## src/rtl/fnd_scan_ctrl_if.sv

```systemverilog
// Display-side bundle for the FND scan controller: scan strobe, frame data
// and control coming in, anode/segment drive and digit index going out.
interface fnd_scan_ctrl_if;
    logic        i_tick;
    logic        i_enable;
    logic [15:0] i_bcd;
    logic [3:0]  i_dp;
    logic        i_blank_lz;
    logic [3:0]  o_fnd_comm;
    logic [7:0]  o_fnd_font;
    logic [1:0]  o_digit_sel;

    // Upstream side: supplies the frame and strobes, watches the pin drive.
    modport master (
        output i_tick, i_enable, i_bcd, i_dp, i_blank_lz,
        input  o_fnd_comm, o_fnd_font, o_digit_sel
    );

    // Controller side.
    modport slave (
        input  i_tick, i_enable, i_bcd, i_dp, i_blank_lz,
        output o_fnd_comm, o_fnd_font, o_digit_sel
    );
endinterface

```

## src/rtl/fnd_scan_ctrl.sv

```systemverilog
// 4-digit common-anode 7-segment scan controller. Each accepted scan tick
// moves to the next digit, holds every anode off for BLANK_CYCLES clocks to
// avoid ghosting, then lights the digit. A new frame is captured only when
// the scan wraps to digit 0 so a digit never tears mid-frame.
module fnd_scan_ctrl #(
    parameter int BLANK_CYCLES = 2   // legal 1..255
) (
    input  logic           clk,
    input  logic           reset,
    fnd_scan_ctrl_if.slave bus
);

    typedef enum logic [1:0] {IDLE, BLANK, SHOW} state_t;

    localparam logic [7:0] CNT_LAST = 8'(BLANK_CYCLES - 1);

    state_t      state_q, state_d;
    logic [1:0]  idx_q, idx_d;
    logic [7:0]  cnt_q, cnt_d;
    logic [3:0]  comm_q, comm_d;
    logic [7:0]  font_q, font_d;
    logic [15:0] frame_bcd_q, frame_bcd_d;
    logic [3:0]  frame_dp_q, frame_dp_d;

    logic        blank_done;
    logic [3:0]  digit;
    logic        lz_blank;
    logic [7:0]  font_lit;

    assign blank_done = (state_q == BLANK) && (cnt_q == CNT_LAST);

    // State register.
    always_ff @(posedge clk or posedge reset) begin
        if (reset) begin
            state_q <= IDLE;
        end else begin
            // NOTE: non-blocking so every register samples pre-edge values.
            state_q <= state_d;
        end
    end

    // Next state: disable beats tick, tick beats the blanking timeout.
    always_comb begin
        state_d = state_q;
        if (!bus.i_enable) begin
            state_d = IDLE;
        end else if (bus.i_tick) begin
            state_d = BLANK;
        end else if (blank_done) begin
            state_d = SHOW;
        end
    end

    // Segment pattern for the digit about to be lit, from the captured frame.
    always_comb begin
        digit = frame_bcd_q[{idx_q, 2'b00} +: 4];

        lz_blank = 1'b0;
        case (idx_q)
            2'd3:    lz_blank = (frame_bcd_q[15:12] == 4'd0);
            2'd2:    lz_blank = (frame_bcd_q[15:8]  == 8'd0);
            2'd1:    lz_blank = (frame_bcd_q[15:4]  == 12'd0);
            default: lz_blank = 1'b0;
        endcase
        lz_blank = lz_blank & bus.i_blank_lz;

        case (digit)
            4'd0:    font_lit = 8'hC0;
            4'd1:    font_lit = 8'hF9;
            4'd2:    font_lit = 8'hA4;
            4'd3:    font_lit = 8'hB0;
            4'd4:    font_lit = 8'h99;
            4'd5:    font_lit = 8'h92;
            4'd6:    font_lit = 8'h82;
            4'd7:    font_lit = 8'hF8;
            4'd8:    font_lit = 8'h80;
            4'd9:    font_lit = 8'h90;
            default: font_lit = 8'hBF;   // non-BCD shows a dash
        endcase

        if (lz_blank) begin
            font_lit = 8'hFF;
        end
        // Decimal point survives blanking and invalid digits.
        if (frame_dp_q[idx_q]) begin
            font_lit[7] = 1'b0;
        end
    end

    // Output/datapath next values for the registered pin drive.
    always_comb begin
        // NOTE: every target gets a hold default first, so no path infers a latch.
        idx_d       = idx_q;
        cnt_d       = cnt_q;
        comm_d      = comm_q;
        font_d      = font_q;
        frame_bcd_d = frame_bcd_q;
        frame_dp_d  = frame_dp_q;

        if (!bus.i_enable) begin
            idx_d  = 2'd3;
            cnt_d  = 8'd0;
            comm_d = 4'hF;
            font_d = 8'hFF;
        end else if (bus.i_tick) begin
            idx_d  = idx_q + 2'd1;
            cnt_d  = 8'd0;
            comm_d = 4'hF;
            font_d = 8'hFF;
            if (idx_q == 2'd3) begin
                frame_bcd_d = bus.i_bcd;
                frame_dp_d  = bus.i_dp;
            end
        end else begin
            case (state_q)
                IDLE: begin
                    comm_d = 4'hF;
                    font_d = 8'hFF;
                end
                BLANK: begin
                    if (cnt_q == CNT_LAST) begin
                        comm_d        = 4'hF;
                        comm_d[idx_q] = 1'b0;
                        font_d        = font_lit;
                    end else begin
                        cnt_d = cnt_q + 8'd1;
                    end
                end
                default: ;   // SHOW holds until the next tick or disable
            endcase
        end
    end

    // Datapath and output registers.
    always_ff @(posedge clk or posedge reset) begin
        if (reset) begin
            idx_q       <= 2'd3;
            cnt_q       <= 8'd0;
            comm_q      <= 4'hF;
            font_q      <= 8'hFF;
            // NOTE: frame storage is reset too, so the first lit digit is never X.
            frame_bcd_q <= 16'd0;
            frame_dp_q  <= 4'd0;
        end else begin
            idx_q       <= idx_d;
            cnt_q       <= cnt_d;
            comm_q      <= comm_d;
            font_q      <= font_d;
            frame_bcd_q <= frame_bcd_d;
            frame_dp_q  <= frame_dp_d;
        end
    end

    assign bus.o_fnd_comm  = comm_q;
    assign bus.o_fnd_font  = font_q;
    assign bus.o_digit_sel = idx_q;

endmodule

```

## src/flat_wrapper.sv

```systemverilog
// flat-port wrapper written by rule: the top's interface ports become plain ports
module fnd_scan_ctrl_flat 
#(
    parameter int BLANK_CYCLES = 2                  
)
  (clk, reset, bus_i_tick, bus_i_enable, bus_i_bcd, bus_i_dp, bus_i_blank_lz, bus_o_fnd_comm, bus_o_fnd_font, bus_o_digit_sel);
  fnd_scan_ctrl_if bus_i ();
  input  logic clk;
  input  logic reset;
  input wire logic [$bits(bus_i.i_tick)-1:0] bus_i_tick;
  input wire logic [$bits(bus_i.i_enable)-1:0] bus_i_enable;
  input wire logic [$bits(bus_i.i_bcd)-1:0] bus_i_bcd;
  input wire logic [$bits(bus_i.i_dp)-1:0] bus_i_dp;
  input wire logic [$bits(bus_i.i_blank_lz)-1:0] bus_i_blank_lz;
  output wire logic [$bits(bus_i.o_fnd_comm)-1:0] bus_o_fnd_comm;
  output wire logic [$bits(bus_i.o_fnd_font)-1:0] bus_o_fnd_font;
  output wire logic [$bits(bus_i.o_digit_sel)-1:0] bus_o_digit_sel;
  assign bus_i.i_tick = bus_i_tick;
  assign bus_i.i_enable = bus_i_enable;
  assign bus_i.i_bcd = bus_i_bcd;
  assign bus_i.i_dp = bus_i_dp;
  assign bus_i.i_blank_lz = bus_i_blank_lz;
  assign bus_o_fnd_comm = bus_i.o_fnd_comm;
  assign bus_o_fnd_font = bus_i.o_fnd_font;
  assign bus_o_digit_sel = bus_i.o_digit_sel;
  fnd_scan_ctrl #(.BLANK_CYCLES(BLANK_CYCLES)) u_core (.clk(clk), .reset(reset), .bus(bus_i));
endmodule
```

## config.mk

```make
export PLATFORM = sky130hd
export DESIGN_NAME = fnd_scan_ctrl_flat
export DESIGN_NICKNAME = d
export VERILOG_FILES = /design/src/rtl/fnd_scan_ctrl_if.sv /design/src/rtl/fnd_scan_ctrl.sv /design/src/flat_wrapper.sv
export SDC_FILE = /design/constraint.sdc
export NUM_CORES = 1
export LEC_CHECK = 0
export CORE_MARGIN = 5
export CORE_UTILIZATION = 55
export CTS_CLUSTER_SIZE = 24
export DETAILED_ROUTE_END_ITERATION = 10
export PLACE_DENSITY = 0.89
export SYNTH_ARGS = -nofsm -noshare
export SYNTH_HDL_FRONTEND = slang
export SYNTH_SLANG_ARGS = --single-unit
export TNS_END_PERCENT = 100
```

## constraint.sdc

```tcl
create_clock -name clk -period 5.2 [get_ports clk]
set_clock_uncertainty 0.2 [all_clocks]
set_input_delay 1.04 -clock clk [delete_from_list [all_inputs] [get_ports clk]]
set_output_delay 1.04 -clock clk [all_outputs]
set_load 0.02 [all_outputs]
```

; Word level (Yosys, flattened, before mapping)
; Memories as Yosys holds them, arrays and structs flattened.
; Index checks and enable logic that the tools add are counted.
[op_classes]
addsub = 2
magnitude_cmp = 2
n_eq_ne = 11
shifts = 1
muxes = 24
n_bitwise = 2
reduce_logical = 9
[ops]
columns = cell, count
row1 = 2-to-1 mux 8 bit, 8
row2 = case mux 8 bit (2 select lines), 1
row3 = variable part select 16 x 5 -> 4 bit, 1
row4 = logical NOT 12 bit, 1
row5 = 2-to-1 mux 4 bit, 3
row6 = 2-to-1 mux 2 bit, 5
row7 = "adder 8 x 1 -> 8 bit, second input constant", 1
row8 = "== test 8 x 1 -> 1 bit, second input constant", 1
row9 = logical NOT 8 bit, 1
row10 = case mux 4 bit (2 select lines), 1
row11 = "!= test 3 x 2 -> 1 bit, second input constant", 2
row12 = "== test 2 x 1 -> 1 bit, second input constant", 2
row13 = "== test 2 bit, second input constant", 2
row14 = logical NOT 4 bit, 1
row15 = "!= test 4 x 2 -> 1 bit, second input constant", 1
row16 = "!= test 4 bit, second input constant", 1
row17 = NOT 4 bit, 1
row18 = AND reduction 2 bit, 2
row19 = "< comparator 2 x 3 -> 1 bit, second input constant", 1
row20 = 2-to-1 mux 1 bit, 3
row21 = "!= test 3 bit, second input constant", 1
row22 = case mux 1 bit (3 select lines), 1
row23 = AND reduction 3 bit, 1
row24 = "adder 2 x 1 -> 2 bit, second input constant", 1
row25 = 7 further kinds, 8
[word_totals]
register_bits = 44
rom_bits = 112
in_bits = 25
output_inout_bits = 14
elab_cells = 59
n_memories = 1
[memory_table]
columns = name, depth, word_bits, read_ports, rd_clocked_by_memory_dff, wr, line
row1 = (no name shown), 16, 7, 1, 0, 0, fnd_scan_ctrl.sv:67  ; case (digit)

; Logic depth before layout (Yosys ltp)
; Gate-level depths: netlist of run 1.
[logic_depth]
depth_word = 9
ltp_mapped = 8
depth_no_buf = 7

; Least setup slack after synthesis of run 1
; Ideal clock, no wire load.
[synth_timing]
kind = register to register
startpoint = reg u_core.idx_q[0] (netlist: u_core.bus.o_digit_sel[0])
endpoint = reg u_core.font_q[2] (netlist: u_core.bus.o_fnd_font[2])
setup_ns = 0.077
arrival_time_ns = 2.257
required_time_ns = 4.923
path_slack_ns = 2.665
path_stages_with_launch = 8
path_buffers = 1
path_cell_list = dfstp_2 > buf_6 > mux4_1 > inv_1 > ha_1 > inv_1 > or3_2 > a31oi_1
[synth_between]
elab_chain_len = 8
word_cells_on_any_way = 12
cone_classes = eq/ne: 3 / shift: 1 / mux: 6 / bitwise: 1 / memory: 1
[synth_rtl]
columns = element, line
row1 = from (decl), fnd_scan_ctrl.sv:18  ; logic [1:0] idx_q, idx_d;
row2 = from (signal assigned), fnd_scan_ctrl.sv:145  ; idx_q <= idx_d;
row3 = branches (longest 3 deep; another with memory read (16 x 7 bit)), --
row4 = 2-to-1 mux 8 bit (*), fnd_scan_ctrl.sv:81  ; if (lz_blank) begin
row5 = 2-to-1 mux 8 bit (*), fnd_scan_ctrl.sv:121  ; if (cnt_q == CNT_LAST) begin
row6 = case mux 8 bit (2 select lines) (*), fnd_scan_ctrl.sv:115  ; case (state_q)
row7 = 2-to-1 mux 8 bit (*), fnd_scan_ctrl.sv:105  ; end else if (bus.i_tick) begin
row8 = 2-to-1 mux 8 bit (*), fnd_scan_ctrl.sv:100  ; if (!bus.i_enable) begin
row9 = to (signal assigned), fnd_scan_ctrl.sv:148  ; font_q <= font_d;
row10 = to (decl), fnd_scan_ctrl.sv:21  ; logic [7:0] font_q, font_d;
; Mark *: on every way between the ends. The select of a mux whose other input is x is not followed.
; A chain may end at the register's enable or synchronous reset.

; Final worst setup path of run 1
[layout_timing]
startpoint = in bus_i_tick
endpoint = reg u_core.frame_bcd_q[12]
[layout_between]
elab_chain_len = 1
[layout_rtl]
columns = element, line
row1 = from (decl), flat_wrapper.sv:10  ; input wire logic [$bits(bus_i.i_tick)-1:0] bus_i_tick;
row2 = AND reduction 3 bit (no source line), --
row3 = to (signal assigned), fnd_scan_ctrl.sv:149  ; frame_bcd_q <= frame_bcd_d;
row4 = to (decl), fnd_scan_ctrl.sv:22  ; logic [15:0] frame_bcd_q, frame_bcd_d;
; No other way between the ends.

==> results.cfg, run 1 <==
[setup_path]
crit_path_end_kind = register
critPathMaxFanout = 20
worstPathRequired_ns = 5.18
crit_path_start_kind = primary input
path_class = in -> reg
cp.arrival_ns = 2.88

[clocking]
cts.htree.levels = 2
post_cts_buffers = 0
cts_made_buffers = 5
clkSlewWorstSetupHoldPaths_ns = 0.08
root_buffer = clkbuf_8
cts_tree = built
holdBufCountCts = 0
cts_buffer_depth = 2
cts_resized = 0
clk-insertion-delay-late_ns = 0.30
cts_sinks = 44

[grt]
grt.overflow.total = 0
grt_pass1_wl_um = 7490
gr-usage-met2 = 0.267
antenna_found_initial = 0
grt_pass1_vias = 1581
grt_start_max_net_pins = 45
grtUsageTotal = 0.173
grt.busiest_layer = met2
grtUsageMet1 = 0.238
met3_usage = 0.0449

[timing]
min_period_over_period = 0.556
fin_tns_setup_ns = 0
grt_setup_unrepaired = no
clock.fmax_ghz = 0.346
worst_pin_slew_ns = 0.906
relSlewSlack = 0.394
finalHoldViolCount = 0
drv_slew = 0
period_minus_slack_ns = 2.89
setup_viol = 0

[placed_design]
place_hpwl_um = 3270
dp.cells = 281
gp_congestion = 0.826
portBuffers = 38

[detailed_routing]
avgRoutedWirePerCell_um = 15.5
routed_wl_um = 4490
vias_per_cell = 5.73
drc = 0
ant_nets = 0
dr.first_iter.drc_count = 139
firstDrtPassIters = 4
routed-via-count = 1655

[synth]
synth.distinct_cells = 43
syn_area_um2 = 2360
ys.flop_type = dfrtp_1
synth_nets = 236
synth_warnings = 0
ys_ff_latch = 44
postSynthCellCount = 200
async_reset_ff_frac = 1.00
synth.avg_cell_area_um2 = 11.8
synth_edf_count = 0
ys_seq_area_frac = 0.475

[finish]
layout.nets = 274
final_cell_mix = clkdlybuf4s50_1, dfrtp_1, mux2_2
final_common_cell = clkdlybuf4s50_1
final_layout_size_suffix_gt1_frac = 0.209
syn2layout_area_growth_pct = 21.6
diodes = 0
fill_cells = 329
stdcell_count = 289

[die]
top_level_ports = 39
die_h_um = 75.5
rows = 23
start_util = 0.577
core_area_um2 = 4090
die_w_um = 75.5
die_area_um2 = 5690

[pwr]
pwr-share-seq = 0.474
peakVddDrop_mv = 0.250
sw_frac_of_total = 0.279
p_sw_uw = 255
intPower_uw = 659
pwr-share-clk = 0.280
leakage_nw = 1.18
cellPowerDensity_nw_per_um2 = 319
pwr-share-comb = 0.247

[job]
cap_violations = 0

[worst_hold_path]
min_path_type = reg -> reg

[run_status]
outcome = complete, no violations
worst paths after layout:
check,startpoint,end,slack (ns),depth (start not counted)
max,bus_i_tick,u_core.frame_bcd_q[12],2.31,3
min,u_core.frame_dp_q[0],u_core.frame_dp_q[0],0.30,1
max reg2reg,u_core.bus.o_digit_sel[0],u_core.bus.o_fnd_font[2],2.62,6
min reg2reg,u_core.frame_dp_q[0],u_core.frame_dp_q[0],0.30,1
max in group asynchronous,reset,u_core.bus.o_fnd_font[4],3.44,3
min in group asynchronous,reset,u_core.frame_dp_q[2],0.97,3
cell families (layout without fill, tap and decap cells):
| group | after synthesis | count (layout) | share of synthesized area |
|---|---|---|---|
| XOR/XNOR | 7 | 7 | 0.0260 |
| buffers and inverters | 23 | 62 | 0.0446 |
| AND/OR/NAND/NOR | 39 | 39 | 0.0919 |
| multiplexers | 27 | 27 | 0.159 |
| flip-flops | 44 | 44 | 0.475 |
| AO/OA/AOI/OAI | 49 | 49 | 0.146 |
| adder cells (fa/ha/maj) | 11 | 11 | 0.0584 |
flip-flops by register name (all words and copies together), names as in the netlist:
signal / cells
u_core.bus.o_digit_sel: 2
u_core.bus.o_fnd_comm: 4
u_core.bus.o_fnd_font: 8
u_core.cnt_q: 8
u_core.frame_bcd_q: 16
u_core.frame_dp_q: 4
u_core.state_q: 2
layer usage:
metal / up-vias / wire length, µm / share of wire
met3: 5 / 288 / 0.064
met2: 47 / 2030 / 0.45
met4: 0 / 60 / 0.013
met1: 791 / 2110 / 0.47
met5: - / 0 / 0
li1: 812 / - / -
area by class of cell:
cell class / count / area, µm² / area share
clock buffer: 7 / 76.3 / 0.0266
clock inverter: 1 / 30.0 / 0.0105
inverter: 15 / 56.3 / 0.0197
multi-input combinational: 133 / 1130 / 0.395
sequential: 44 / 1120 / 0.391
tap: 50 / 62.6 / 0.0218
timing repair buffer: 39 / 388 / 0.135
metrics by stage:
stage / hold slack [ns] / cell area, µm² / setup slack [ns] / utilization / total power [mW]
after floorplan: 0.270 / 2360 / 2.67 / - / 0.601
after global placement: 0.283 / 2760 / 2.07 / 0.675 / 0.655
after detailed placement: 0.290 / 2760 / 2.01 / 0.675 / 0.666
after CTS: 0.308 / 2860 / 2.31 / 0.701 / 0.921
after global routing: 0.323 / 2860 / 2.21 / 0.701 / 0.962
final: 0.301 / 2860 / 2.31 / 0.701 / 0.915
cells in the mapped netlist, types with 2 or more instances:
cell,number,area share
a21oi_1,10,0.021
a21o_1,2,0.0064
nor2b_1,2,0.0053
o21a_1,2,0.0064
nand4_1,4,0.011
nand3_1,2,0.0042
buf_6,2,0.0096
clkbuf_1,5,0.0080
nor4_1,3,0.0080
mux4_1,4,0.045
dfstp_2,14,0.16
nand2_1,7,0.011
o21ai_0,8,0.017
inv_1,15,0.024
xor2_1,2,0.0074
ha_1,11,0.058
mux2_2,21,0.10
nor2_1,9,0.014
dfrtp_1,30,0.32
and3_1,4,0.011
a31oi_1,7,0.019
xnor2_1,5,0.019
o211ai_1,2,0.0064
nand2b_1,2,0.0053
a211oi_1,9,0.029
power by group through the flow:
| stage | Sequential (mW) | Clock, mW | Combinational (mW) |
|---|---|---|---|
| after floorplan | 0.431 | 0 | 0.170 |
| after CTS | 0.433 | 0.260 | 0.228 |
| after global placement | 0.436 | 0 | 0.219 |
| final | 0.433 | 0.256 | 0.226 |
| after global routing | 0.440 | 0.271 | 0.251 |
| after detailed placement | 0.440 | 0 | 0.226 |
worst max-delay path, stage by stage:
cell	delay (ns)
clkdlybuf4s50_1	0.61
nand3_1	0.68
mux2_2	0.54
No activity file was read; power rests on OpenSTA's default activity.
==> inputs of run 2 (changes only) <==
- CORE_UTILIZATION: 55 -> 53
- PLACE_DENSITY: 0.89 -> 0.86
- clock period: 5.2 -> 2.9 ns (I/O delays scaled with it)
==> results.cfg, run 2 (synthesis gave the netlist of run 1 again) <==
[detailed_routing]
drc = 0
dr.first_iter.drc_count = 128
avgRoutedWirePerCell_um = 15.6
routed-via-count = 1701
ant_nets = 0
firstDrtPassIters = 4
routed_wl_um = 4560
vias_per_cell = 5.83

[die]
die_area_um2 = 5880
die_w_um = 76.7
core_area_um2 = 4320
top_level_ports = 39
start_util = 0.545
die_h_um = 76.7
rows = 24

[finish]
layout.nets = 275
post-route-util = 0.666
largest_reg_flops = 16
design_area_um2 = 2880
final_layout_size_suffix_gt1_frac = 0.221
final_cell_mix = clkdlybuf4s50_1, dfrtp_1, mux2_2
final_common_cell = clkdlybuf4s50_1
stdcell_count = 292
top_register = u_core.frame_bcd_q
syn2layout_area_growth_pct = 22.2
diodes = 0

[worst_hold_path]
hp-start = u_core.frame_bcd_q[3]
min_path_type = reg -> reg

[clocking]
clkSlewWorstSetupHoldPaths_ns = 0.08
cts_made_buffers = 5
cts_tree = built
cts_sinks = 44
cts_buffer_depth = 2
clk-insertion-delay-late_ns = 0.29
post_cts_buffers = 0
cts_resized = 0
cts.htree.levels = 2
root_buffer = clkbuf_8
holdBufCountCts = 0

[placed_design]
gp_congestion = 0.839
pre_cts_ws_ns = 0.351
dp.cells = 284
place_hpwl_um = 3370
post_dp_cell_area_um2 = 2770
portBuffers = 38

[grt]
grt_start_max_net_pins = 45
grtUsageTotal = 0.163
grt.overflow.total = 0
grt_pass1_wl_um = 8010
grt_pass1_vias = 1694
antenna_found_initial = 0

[timing]
grt_setup_unrepaired = no
relSlewSlack = 0.567
fin_tns_setup_ns = 0
fin_ws_ns = 0.345
finalHoldViolCount = 0
clock.fmax_ghz = 0.391
period_minus_slack_ns = 2.55
min_period_over_period = 0.881
worst_pin_slew_ns = 0.649
setup_viol = 0
drv_slew = 0

[pwr]
cellPowerDensity_nw_per_um2 = 574
peakVddDrop_mv = 0.446
leakage_nw = 1.18

[setup_path]
crit_path_end_kind = register
critPathMaxFanout = 10
crit_start = u_core.bus.o_digit_sel[0]
crit_path_start_kind = register
cp.arrival_ns = 2.58
worstPathRequired_ns = 2.92
path_class = reg -> reg
reg2reg_from = u_core.bus.o_digit_sel[0]

[run_status]
outcome = complete, no violations

[job]
cap_violations = 0
[run 2: cell type report]
cell class | count | area (µm²)
Clock buffer | 5 | 68.8
Clock inverter | 3 | 42.5
Fill cell | 346 | 1450
Inverter | 15 | 56.3
Multi-Input combinational cell | 133 | 1130
Sequential cell | 44 | 1120
Tap cell | 52 | 65.1
Timing Repair Buffer | 40 | 395
[run 2: path summary, 6_finish.rpt]
kind | endpoint | slack [ns] | cells past startpoint
setup / recovery | u_core.bus.o_fnd_font[2] | 0.35 | 6
hold / removal | u_core.frame_bcd_q[3] | 0.31 | 1
setup reg to reg | u_core.bus.o_fnd_font[2] | 0.35 | 6
hold reg to reg | u_core.frame_bcd_q[3] | 0.31 | 1
max in group asynchronous | u_core.bus.o_digit_sel[1] | 1.60 | 3
min in group asynchronous | u_core.frame_dp_q[2] | 0.49 | 3
[run 2: metrics by stage]
step	hold WS (ns)	total power, mW
2_1_floorplan	0.270	1.08
3_3_place_gp	0.284	1.18
3_5_place_dp	0.294	1.20
4_1_cts	0.313	1.66
5_1_grt	0.326	1.74
6_report	0.314	1.65
[run 2: power by group]
part | internal [mW] | total (mW) | leakage [nW] | switching, mW
combinational | 0.216 | 0.408 | 0.610 | 0.192
sequential | 0.709 | 0.781 | 0.521 | 0.0719
clock | 0.255 | 0.464 | 0.0541 | 0.210
total | 1.18 | 1.65 | 1.18 | 0.473
[run 2: critical path, stage by stage (launching register included)]
cell and delay, ns:
dfstp_2 0.66, mux4_1 0.66, inv_1 0.13, ha_1 0.15, inv_1 0.05, or3_2 0.46, a31oi_1 0.17
[run 2: metal layers]
metal / vias to the layer above / GRT usage / wire length, µm
li1: 818 / - / -
met1: 834 / 0.222 / 2070
met2: 43 / 0.259 / 2160
met3: 6 / 0.0468 / 292
met4: 0 / 0.0367 / 42
met5: - / 0 / 0
==> inputs of run 3 (changes only) <==
- CORE_UTILIZATION: 53 -> 55
- CTS_BUF_LIST: not set -> sky130_fd_sc_hd__clkbuf_4 sky130_fd_sc_hd__clkbuf_8
- PLACE_DENSITY: 0.86 -> 0.89
==> results.cfg, run 3 (synthesis gave the netlist of run 1 again) <==
[run_status]
outcome = complete, no violations

[pwr]
intPower_mw = 1.11
pwr-share-clk = 0.244
pwr-share-seq = 0.495
sw_frac_of_total = 0.293
p_sw_uw = 461
leakage_nw = 1.18
finalPower_mw = 1.57
pwr-share-comb = 0.261
cellPowerDensity_nw_per_um2 = 552
peakVddDrop_mv = 0.445

[finish]
final_cell_mix = clkdlybuf4s50_1, dfrtp_1, mux2_2
post-route-util = 0.698
design_area_um2 = 2850
syn2layout_area_growth_pct = 21.1
final_layout_size_suffix_gt1_frac = 0.221
final_common_cell = clkdlybuf4s50_1
stdcell_count = 290
diodes = 0
layout.nets = 275
top_register = u_core.frame_bcd_q
largest_reg_flops = 16

[detailed_routing]
routed_wl_um = 4590
ant_nets = 0
dr.first_iter.drc_count = 147
avgRoutedWirePerCell_um = 15.8
routed-via-count = 1675
firstDrtPassIters = 4
vias_per_cell = 5.78
drc = 0

[clocking]
cts_buffer_depth = 2
cts.htree.levels = 2
cts_made_buffers = 5
cts_resized = 0
clkSlewWorstSetupHoldPaths_ns = 0.08
cts_tree = built
clk-insertion-delay-late_ns = 0.30
root_buffer = clkbuf_8
cts_sinks = 44
holdBufCountCts = 0
post_cts_buffers = 0

[die]
die_area_um2 = 5690
die_w_um = 75.5
start_util = 0.577
top_level_ports = 39
die_h_um = 75.5
core_area_um2 = 4090
rows = 23

[setup_path]
critPathMaxFanout = 10
worstPathRequired_ns = 2.92
crit_path_start_kind = register
r2r_cells = 6
path_class = reg -> reg
crit_path_end_kind = register
cp.arrival_ns = 2.57

[job]
cap_violations = 0

[timing]
relSlewSlack = 0.547
fin_ws_ns = 0.353
finalHoldViolCount = 0
setup_viol = 0
grt_setup_unrepaired = no
clock.fmax_ghz = 0.393
period_minus_slack_ns = 2.55
hold_slack_ns = 0.309
worst_pin_slew_ns = 0.678
fin_tns_setup_ns = 0
min_period_over_period = 0.878
drv_slew = 0

[placed_design]
gp_congestion = 0.801
dp.cells = 282
post_dp_cell_area_um2 = 2770
pre_cts_ws_ns = 0.352
place_hpwl_um = 3430
portBuffers = 38

[grt]
grt_start_max_net_pins = 45
grt.overflow.total = 0
grt_pass1_vias = 1622
grt_pass1_wl_um = 7670
antenna_found_initial = 0
grtUsageTotal = 0.181

[worst_hold_path]
min_path_type = reg -> reg
min_path_cells = 1
## run 3: changes by cell type in the layout (fill, tap and decap cells not counted), sizes merged
cell / delta
clkinvlp: -1
bufinv: -1
clkbuf: +2
## run 3: worst max-delay path: stages (launching register included)
cell     delay, ns
dfstp_2       0.66
mux4_1        0.65
inv_1         0.14
ha_1          0.15
inv_1         0.05
or3_2         0.46
a31oi_1       0.17
## run 3: area by class of cell
type                    instances  area [µm²]
fillers                       312        1230
inverters                      15        56.3
repair buffers                 40         395
clock inverters                 1        5.00
multi-input cells             133        1130
well taps                      50        62.6
clock buffers                   7        83.8
flip-flops and latches         44        1120
## run 3: power by group through the flow
| stage | logic, mW | registers (mW) | clock network (mW) |
|---|---|---|---|
| 2_1_floorplan | 0.305 | 0.773 | 0 |
| 3_3_place_gp | 0.395 | 0.783 | 0 |
| 3_5_place_dp | 0.414 | 0.790 | 0 |
| 4_1_cts | 0.416 | 0.777 | 0.400 |
| 5_1_grt | 0.457 | 0.791 | 0.426 |
| 6_report | 0.412 | 0.779 | 0.384 |
## run 3: worst paths after layout
path	startpoint	to	slack, ns
setup reg to reg	u_core.bus.o_digit_sel[0]	u_core.bus.o_fnd_font[2]	0.35
hold / removal	u_core.frame_dp_q[1]	u_core.frame_dp_q[1]	0.31
hold reg to reg	u_core.frame_dp_q[1]	u_core.frame_dp_q[1]	0.31
max in group asynchronous	reset	u_core.bus.o_digit_sel[0]	1.59
setup / recovery	u_core.bus.o_digit_sel[0]	u_core.bus.o_fnd_font[2]	0.35
min in group asynchronous	reset	u_core.frame_dp_q[1]	0.51
## run 3: layer usage
metal  track usage  wire [µm]  up-vias
met4        0.0660         57        0
met5             0          0        -
li1              -          -      812
met2         0.279       2150       48
met3        0.0607        320        5
met1         0.238       2060      810
